[src/rtl/dtw_score_tracker_pkg.sv]
// ============================================================================
// Module   : dtw_score_tracker_pkg
// Purpose  : Shared constants and FSM encoding for the DTW score tracker slice
// Revision : 1.0 - initial release
// ============================================================================
`default_nettype none

package dtw_score_tracker_pkg;

    localparam int c_dtw_word_len = 16;
    localparam int c_dtw_idx_len  = 16;

    localparam logic [1:0] c_st_idle = 2'd0;
    localparam logic [1:0] c_st_run  = 2'd1;
    localparam logic [1:0] c_st_done = 2'd2;

    typedef enum logic [1:0] {
        ST_IDLE = c_st_idle,
        ST_RUN  = c_st_run,
        ST_DONE = c_st_done
    } state_t;

endpackage

`default_nettype wire

[src/rtl/dtw_min_sel.sv]
// ============================================================================
// Module   : dtw_min_sel
// Purpose  : Combinational running-minimum selector; ties keep the earlier index
// Revision : 1.0 - initial release
// ============================================================================
`default_nettype none

module dtw_min_sel
    import dtw_score_tracker_pkg::*;
#(
    parameter int WORD_LEN = c_dtw_word_len,
    parameter int IDX_LEN  = c_dtw_idx_len
) (
    input  logic [WORD_LEN-1:0] i_cur_min,
    input  logic [IDX_LEN-1:0]  i_cur_idx,
    input  logic [WORD_LEN-1:0] i_score,
    input  logic [IDX_LEN-1:0]  i_idx,
    output logic [WORD_LEN-1:0] o_new_min,
    output logic [IDX_LEN-1:0]  o_new_idx
);

    logic w_take;

    // Strict compare so an equal later score never displaces the first one
    assign w_take    = (i_score < i_cur_min);
    assign o_new_min = w_take ? i_score : i_cur_min;
    assign o_new_idx = w_take ? i_idx   : i_cur_idx;

endmodule

`default_nettype wire

[src/rtl/dtw_score_tracker.sv]
// ============================================================================
// Module   : dtw_score_tracker
// Purpose  : Tracks min score/index of the last PE row and reports it via handshake
// Revision : 1.0 - initial release
// ============================================================================
`default_nettype none

module dtw_score_tracker
    import dtw_score_tracker_pkg::*;
#(
    parameter int WORD_LEN = c_dtw_word_len,
    parameter int IDX_LEN  = c_dtw_idx_len
) (
    input  logic                clk,
    input  logic                rst,
    input  logic                start,
    input  logic [IDX_LEN-1:0]  ref_len,
    input  logic [WORD_LEN-1:0] threshold,
    input  logic                score_valid,
    input  logic [WORD_LEN-1:0] score,
    output logic                busy,
    output logic                result_valid,
    input  logic                result_ready,
    output logic [WORD_LEN-1:0] min_score,
    output logic [IDX_LEN-1:0]  min_idx,
    output logic                hit
);

    localparam logic [WORD_LEN-1:0] c_inf     = '1;
    localparam logic [IDX_LEN-1:0]  c_idx_one = {{(IDX_LEN-1){1'b0}}, 1'b1};

    state_t r_state;
    state_t w_state_nxt;

    logic [IDX_LEN-1:0]  r_ref_len;
    logic [IDX_LEN-1:0]  r_idx;
    logic [IDX_LEN-1:0]  r_min_idx;
    logic [WORD_LEN-1:0] r_threshold;
    logic [WORD_LEN-1:0] r_min_score;
    logic                r_hit;

    logic [WORD_LEN-1:0] w_sel_min;
    logic [IDX_LEN-1:0]  w_sel_idx;
    logic                w_start_ok;
    logic                w_zero_len;
    logic                w_accept;
    logic                w_last;

    assign w_start_ok = (r_state == ST_IDLE) && start;
    assign w_zero_len = (ref_len == '0);
    assign w_accept   = (r_state == ST_RUN) && score_valid;
    // r_ref_len is never zero in RUN, so the decrement cannot underflow here
    assign w_last     = w_accept && (r_idx == (r_ref_len - c_idx_one));

    dtw_min_sel #(
        .WORD_LEN (WORD_LEN),
        .IDX_LEN  (IDX_LEN)
    ) u_min_sel (
        .i_cur_min (r_min_score),
        .i_cur_idx (r_min_idx),
        .i_score   (score),
        .i_idx     (r_idx),
        .o_new_min (w_sel_min),
        .o_new_idx (w_sel_idx)
    );

    always_ff @(posedge clk) begin
        if (rst) begin
            r_state <= ST_IDLE;
        end else begin
            r_state <= w_state_nxt;
        end
    end

    always_comb begin
        w_state_nxt = r_state;
        case (r_state)
            ST_IDLE: begin
                if (start) begin
                    w_state_nxt = w_zero_len ? ST_DONE : ST_RUN;
                end
            end
            ST_RUN: begin
                if (w_last) begin
                    w_state_nxt = ST_DONE;
                end
            end
            ST_DONE: begin
                if (result_ready) begin
                    w_state_nxt = ST_IDLE;
                end
            end
            default: w_state_nxt = ST_IDLE;
        endcase
    end

    always_ff @(posedge clk) begin
        if (rst) begin
            r_ref_len   <= '0;
            r_threshold <= '0;
            r_idx       <= '0;
            r_min_score <= c_inf;
            r_min_idx   <= '0;
            r_hit       <= 1'b0;
        end else if (w_start_ok) begin
            r_ref_len   <= ref_len;
            r_threshold <= threshold;
            r_idx       <= '0;
            r_min_score <= c_inf;
            r_min_idx   <= '0;
            // An empty pass finishes immediately with an INF result
            r_hit       <= w_zero_len && (c_inf <= threshold);
        end else if (w_accept) begin
            r_min_score <= w_sel_min;
            r_min_idx   <= w_sel_idx;
            r_idx       <= r_idx + c_idx_one;
            if (w_last) begin
                r_hit <= (w_sel_min <= r_threshold);
            end
        end
    end

    assign busy         = (r_state == ST_RUN);
    assign result_valid = (r_state == ST_DONE);
    assign min_score    = r_min_score;
    assign min_idx      = r_min_idx;
    assign hit          = r_hit;

endmodule

`default_nettype wire

[config.mk]
export PLATFORM = sky130hd
export DESIGN_NAME = dtw_score_tracker
export DESIGN_NICKNAME = d
export VERILOG_FILES = /design/src/rtl/dtw_score_tracker_pkg.sv /design/src/rtl/dtw_min_sel.sv /design/src/rtl/dtw_score_tracker.sv
export SDC_FILE = /design/constraint.sdc
export NUM_CORES = 1
export LEC_CHECK = 0
export CORE_MARGIN = 1
export CORE_UTILIZATION = 49
export CTS_CLUSTER_SIZE = 24
export DETAILED_ROUTE_END_ITERATION = 10
export PLACE_DENSITY = 0.87
export SLEW_MARGIN = 15
export SYNTH_ARGS = -nofsm -noshare
export SYNTH_HDL_FRONTEND = slang
export SYNTH_SLANG_ARGS = --single-unit
[constraint.sdc]
create_clock -name clk -period 3.9 [get_ports clk]
set_clock_uncertainty 0.05 [all_clocks]
set_input_delay 0.39 -clock clk [delete_from_list [all_inputs] [get_ports clk]]
set_output_delay 0.39 -clock clk [all_outputs]
set_load 0.005 [all_outputs]
# [After elaboration in Yosys (flattened, before gate mapping)]
# Cells that the tools add are included.
[totals] register_bits=83 latchBits=0 ramBits=0 romBits=0 inputBits=53 output_inout_bits=35 elab_cells=39 mem_count=0
[op_classes] n_addsub=2 mul=0 div=0 order_cmp=3 eq_ne=6 n_shift=0 muxes=9 bitwise=0 reduce_logical=12
[ops] op="$add 16x1->16 const B" n=1
[ops] op="$eq 16x16->1" n=1
[ops] op="$le 16x16->1" n=1
[ops] op="$le 16x16->1 const A" n=1
[ops] op="$logic_not 16->1" n=1
[ops] op="$lt 16x16->1" n=1
[ops] op="$mux 16" n=1
[ops] op="$sub 16x1->16 const B" n=1
[ops] op="$mux 2" n=4
[ops] op="$pmux 2 s3" n=1
[ops] op="$logic_and 1x1->1" n=4
[ops] op="$ne 2x1->1 const B" n=2
[ops] op="$reduce_and 2->1" n=2
[ops] op="$reduce_bool 2->1" n=2
[ops] op="$mux 1" n=3
[ops] op="$reduce_and 3->1" n=1
[ops] op="$eq 2x1->1 const B" n=1
[ops] op="$eq 2x2->1 const B" n=1
[ops] op="$logic_not 2->1" n=1
[ops] op="$ne 2x2->1 const B" n=1
[ops] op="$reduce_or 2->1" n=1

# [Depth between registers and ports, before layout]
[logic_depth] word_depth=6 mapped_depth=17 ltp_nobuf=16

# [Hierarchy]
# From an unflattened synthesis, not the netlist that was laid out.
[hier_totals] hier_cells=610 area_unflattened_um2=4991.0
[by_module_without_submodules] mod="dtw_score_tracker" instances=1 cells_per_inst=523 area_per_inst_um2=4056.4 seq_area_each_um2=1661.6
[by_module_without_submodules] mod="dtw_min_sel" instances=1 cells_per_inst=87 area_per_inst_um2=934.6 seq_area_each_um2=0.0

# [Least setup slack after synthesis]
# Ideal clock, no wire load.
[synth_timing] path_kind="input-to-reg" startpoint="input score[9]" endpoint="register r_hit, in the netlist hit" setup_ns=0.066 arrival_ns=2.967 t_required_ns=3.784 setup_slack_ns=0.817 cell_stages=16 path_buffers=1 cell_sequence="ha_1 a21o_1 a21o_1 a21oi_1 o211ai_1 a21oi_1 clkbuf_1 nand2_1 o21ai_0 ha_1 a21o_1 a211oi_1 inv_1 o221ai_1 a21oi_1 a2bb2oi_2"
[synth_between] elab_chain_cells=6
[synth_rtl] element="from (decl)" line="dtw_score_tracker.sv:20" source="input logic [WORD_LEN-1:0] score,"
[synth_rtl] element="$lt 16x16->1" line="dtw_min_sel.sv:25" source="assign w_take = (i_score < i_cur_min);"
[synth_rtl] element="$mux 16" line="dtw_min_sel.sv:26" source="assign o_new_min = w_take ? i_score : i_cur_min;"
[synth_rtl] element="named net u_min_sel.o_new_min[5]" line="dtw_min_sel.sv:18" source="output logic [WORD_LEN-1:0] o_new_min,"
[synth_rtl] element="$le 16x16->1" line="dtw_score_tracker.sv:118" source="r_hit <= (w_sel_min <= r_threshold);"
[synth_rtl] element="$mux 1" line="dtw_score_tracker.sv:117" source="if (w_last) begin"
[synth_rtl] element="$mux 1" line="dtw_score_tracker.sv:113" source="end else if (w_accept) begin"
[synth_rtl] element="$mux 1" line="dtw_score_tracker.sv:105" source="end else if (w_start_ok) begin"
[synth_rtl] element="to (signal assigned)" line="dtw_score_tracker.sv:112" source="r_hit <= w_zero_len && (c_inf <= threshold);"
[synth_rtl] element="to (signal assigned)" line="dtw_score_tracker.sv:118"
[synth_rtl] element="to (decl)" line="dtw_score_tracker.sv:40" source="logic r_hit;"
# The timed path passes the listed nets, and every way through them passes these cells. The select of a mux whose other input is x is not followed.
# A chain may end at the register's enable or synchronous reset.

# [Worst setup path in the final report]
# Same ends and word-level chain as after synthesis.

==> metrics <==
Max transition margin=0.399; final setup vio count=0; Most common cell on crit path=a21o_1; Final ANT Viol Nets=0; total power=between 1.5 and 2 mW; setup ws final=0.632 ns; RD Place Congestion=0.931; # IOs=88; Sink Count=83; CTS tree=built; Post-Syn Area=between 4000 and 5000 um2; CTS resizes=0; Crit path depth=17; Final Cell Area=about 5800 um2; Post-synth EDFFs=0; Die Area=just under 10000 um2; Crit-path slowest cell=clkdlybuf4s50_1; worst hold stages=2; grt ovf=0; FP Rows=35; WL final=10900 um; ant diodes=0; cell breakdown of the critical path=clkdlybuf4s50_1 > ha_1 > a21o_1 > a21o_1 > a21oi_1 > o211ai_1 > a21oi_2 > buf_4 > nand2_1 > o21ai_0 > ha_1 > a21o_1 > a211oi_1 > inv_1 > o221ai_1 > a21oi_1 > a2bb2oi_2; crit-path max cell delay=around 0.45 ns; most frequent cells in the layout=nand2_1 (123), clkdlybuf4s50_1 (87), dfxtp_1 (83), a21oi_1 (51), inv_1 (38); r2r setup slk=roughly 0.75 ns; syn nets=686; CTS buffer count=9; Post-CTS Setup Bufs=0; post-route minimum period=around 3.3 ns; DRT Pass-1 Iters=5; largest fanout on the critical path=11; PwrDens=approximately 320 nW/um2; global-route wire length before repair=between 15000 and 20000 um; commonest non-fill, non-tap cell in the layout=nand2_1; CTS root buf=clkbuf_8; Hold Vio Cnt, Final=0; setup TNS=0 ns; VDD IR max=approximately 230 uV; initial antenna violation count=0; RSZ-0062 raised after global routing=false; Synth Register Bits=slightly above 80; Layout area overhead=24.3%; # hold bufs at CTS=0; max-slew violation count=0; core area=between 9000 and 10000 um2; Post-Syn Area per Cell=a little under 8 um2; GR Util All Layers=0.230; layout cells sized above 1=0.0593; WL/cell=13.6 um; Slew @ Worst Pin=about 0.9 ns; f_max=0.306 GHz; CP required=about 4.1 ns; Buffers & Inverters on Critical Path=3; Place WS=roughly 0.31 ns; critical path's top delay family=compound AO/OA/AOI/OAI gates; CP Capture Point=hit; Crit Path Category=in2reg; Worst setup EP type=register; residual DRC count=0; htree depth=3; status=finished, final reports clean; Lkg Pwr=between 2 and 2.5 nW; Seq/Total Area, Yosys=0.356; Skew-Pair Late Insertion Delay=0.35 ns; initial core utilization=0.505; fin crit share=0.838; clk buf depth=2; FF-to-FF Start=min_score[9]; Cell Area, Placed=between 5000 and 6000 um2; R2R cell count=17; final net count=approximately 760; clock slew at reported path FFs=roughly 0.08 ns; Worst setup SP type=primary input; vias in the first global route=4229; distinct cell type count after synthesis=54; Die W=around 100 um; largest net degree at the start of global routing=42; Crit path arrival time=3.51 ns; MaxCap Viol Count=0; FF-to-FF End=hit; Hold WC Path Type=reg2reg; DRT iter0 DRCs=between 200 and 250; HPWL Detailed=approximately 8400 um; post-synthesis cell count=600; Via density=between 5 and 6; port buffer count=between 80 and 90; launch point of the worst path=score[9]; via count=about 4400; yosys warns=0; chip height=99.6 um; most common flop cell mapped by yosys=dfxtp_1; Post-synth ARST share=0
[state kept, by name (all words and copies together) (netlist names)]
signal / count
r_ref_len: 16
r_idx: 16
hit: 1
r_state: 2
min_score: 16
min_idx: 16
r_threshold: 16
[how the worst min path moves through the flow]
stage / startpoint / end / slack [ns]
6_report: min_idx[2] / min_idx[2] / 0.40
5_1_grt: min_idx[4] / min_idx[4] / 0.42
4_1_cts: min_idx[2] / min_idx[2] / 0.40
3_5_place_dp: min_idx[2] / min_idx[2] / 0.39
3_3_place_gp: min_idx[8] / min_idx[8] / 0.39
2_1_floorplan: r_threshold[10] / r_threshold[10] / 0.39
[power by group]
| part | switching [mW] | internal, mW |
|---|---|---|
| clock network | 0.300 | 0.297 |
| registers | 0.0259 | 0.874 |
| logic | 0.196 | 0.172 |
| total | 0.522 | 1.34 |
[routing by layer]
layer / share of wire / track usage / routed length, um
met5: 0 / 0 / 0
met4: 0.022 / 0.0916 / 244
met3: 0.063 / 0.0562 / 683
met2: 0.49 / 0.407 / 5380
met1: 0.42 / 0.267 / 4600
[layout make-up]
| cell class | count | area, um2 |
|---|---|---|
| Timing Repair Buffer | 95 | 931 |
| Clock buffer | 12 | 135 |
| Clock inverter | 4 | 48.8 |
| Multi-Input combinational cell | 443 | 2720 |
| Fill cell | 777 | 3440 |
| Sequential cell | 83 | 1660 |
| Tap cell | 129 | 161 |
| Inverter | 38 | 143 |
[synth_stat cells, drive strengths merged, types with 2 or more instances]
cell type | instances | area, um2
a211oi | 3 | 22.5
a21o | 7 | 52.6
a21oi | 53 | 277
and3 | 3 | 18.8
and4 | 2 | 17.5
buf | 4 | 37.5
clkbuf | 32 | 130
dfxtp | 83 | 1660
ha | 33 | 413
inv | 38 | 143
mux2i | 3 | 30.0
nand2 | 123 | 462
nand2b | 4 | 27.5
nand3 | 26 | 130
nand4 | 16 | 100
nor2 | 33 | 124
nor2b | 4 | 25.0
nor3 | 8 | 50.1
nor4 | 8 | 65.1
o211ai | 18 | 135
o21ai | 39 | 195
o31a | 2 | 17.5
or2 | 3 | 18.8
or3 | 5 | 31.3
or4 | 5 | 46.3
or4b | 3 | 30.0
xnor2 | 11 | 96.3
xor2 | 19 | 185
[stage by stage]
step | std cells | hold slack (ns) | utilization
after floorplan | 600 | 0.386 | -
after global placement | 788 | 0.387 | 0.608
after detailed placement | 788 | 0.390 | 0.608
after CTS | 804 | 0.404 | 0.628
after global routing | 804 | 0.424 | 0.628
final | 804 | 0.397 | 0.628
[cells by family (layout without fill, tap and decap cells)]
kind of cell | after synthesis | after routing | share of synthesized area
adder cells (fa/ha/maj) | 33 | 33 | 0.0885
AND/OR/NAND/NOR | 248 | 248 | 0.258
buffers and inverters | 74 | 149 | 0.0665
multiplexers | 3 | 3 | 0.00643
XOR/XNOR | 30 | 30 | 0.0603
AO/OA/AOI/OAI | 129 | 129 | 0.165
flip-flops | 83 | 83 | 0.356
[worst reg2reg max path, delay by kind of cell (launching register included)]
family / cells / cell delay (ns)
adders and majority gates: 2 / 0.58
AOI/OAI and AO/OA: 11 / 1.74
DFF: 1 / 0.34
and+or+nand+nor: 1 / 0.06
buffers and inverters: 3 / 0.33
(Power assumes the default switching activity.)
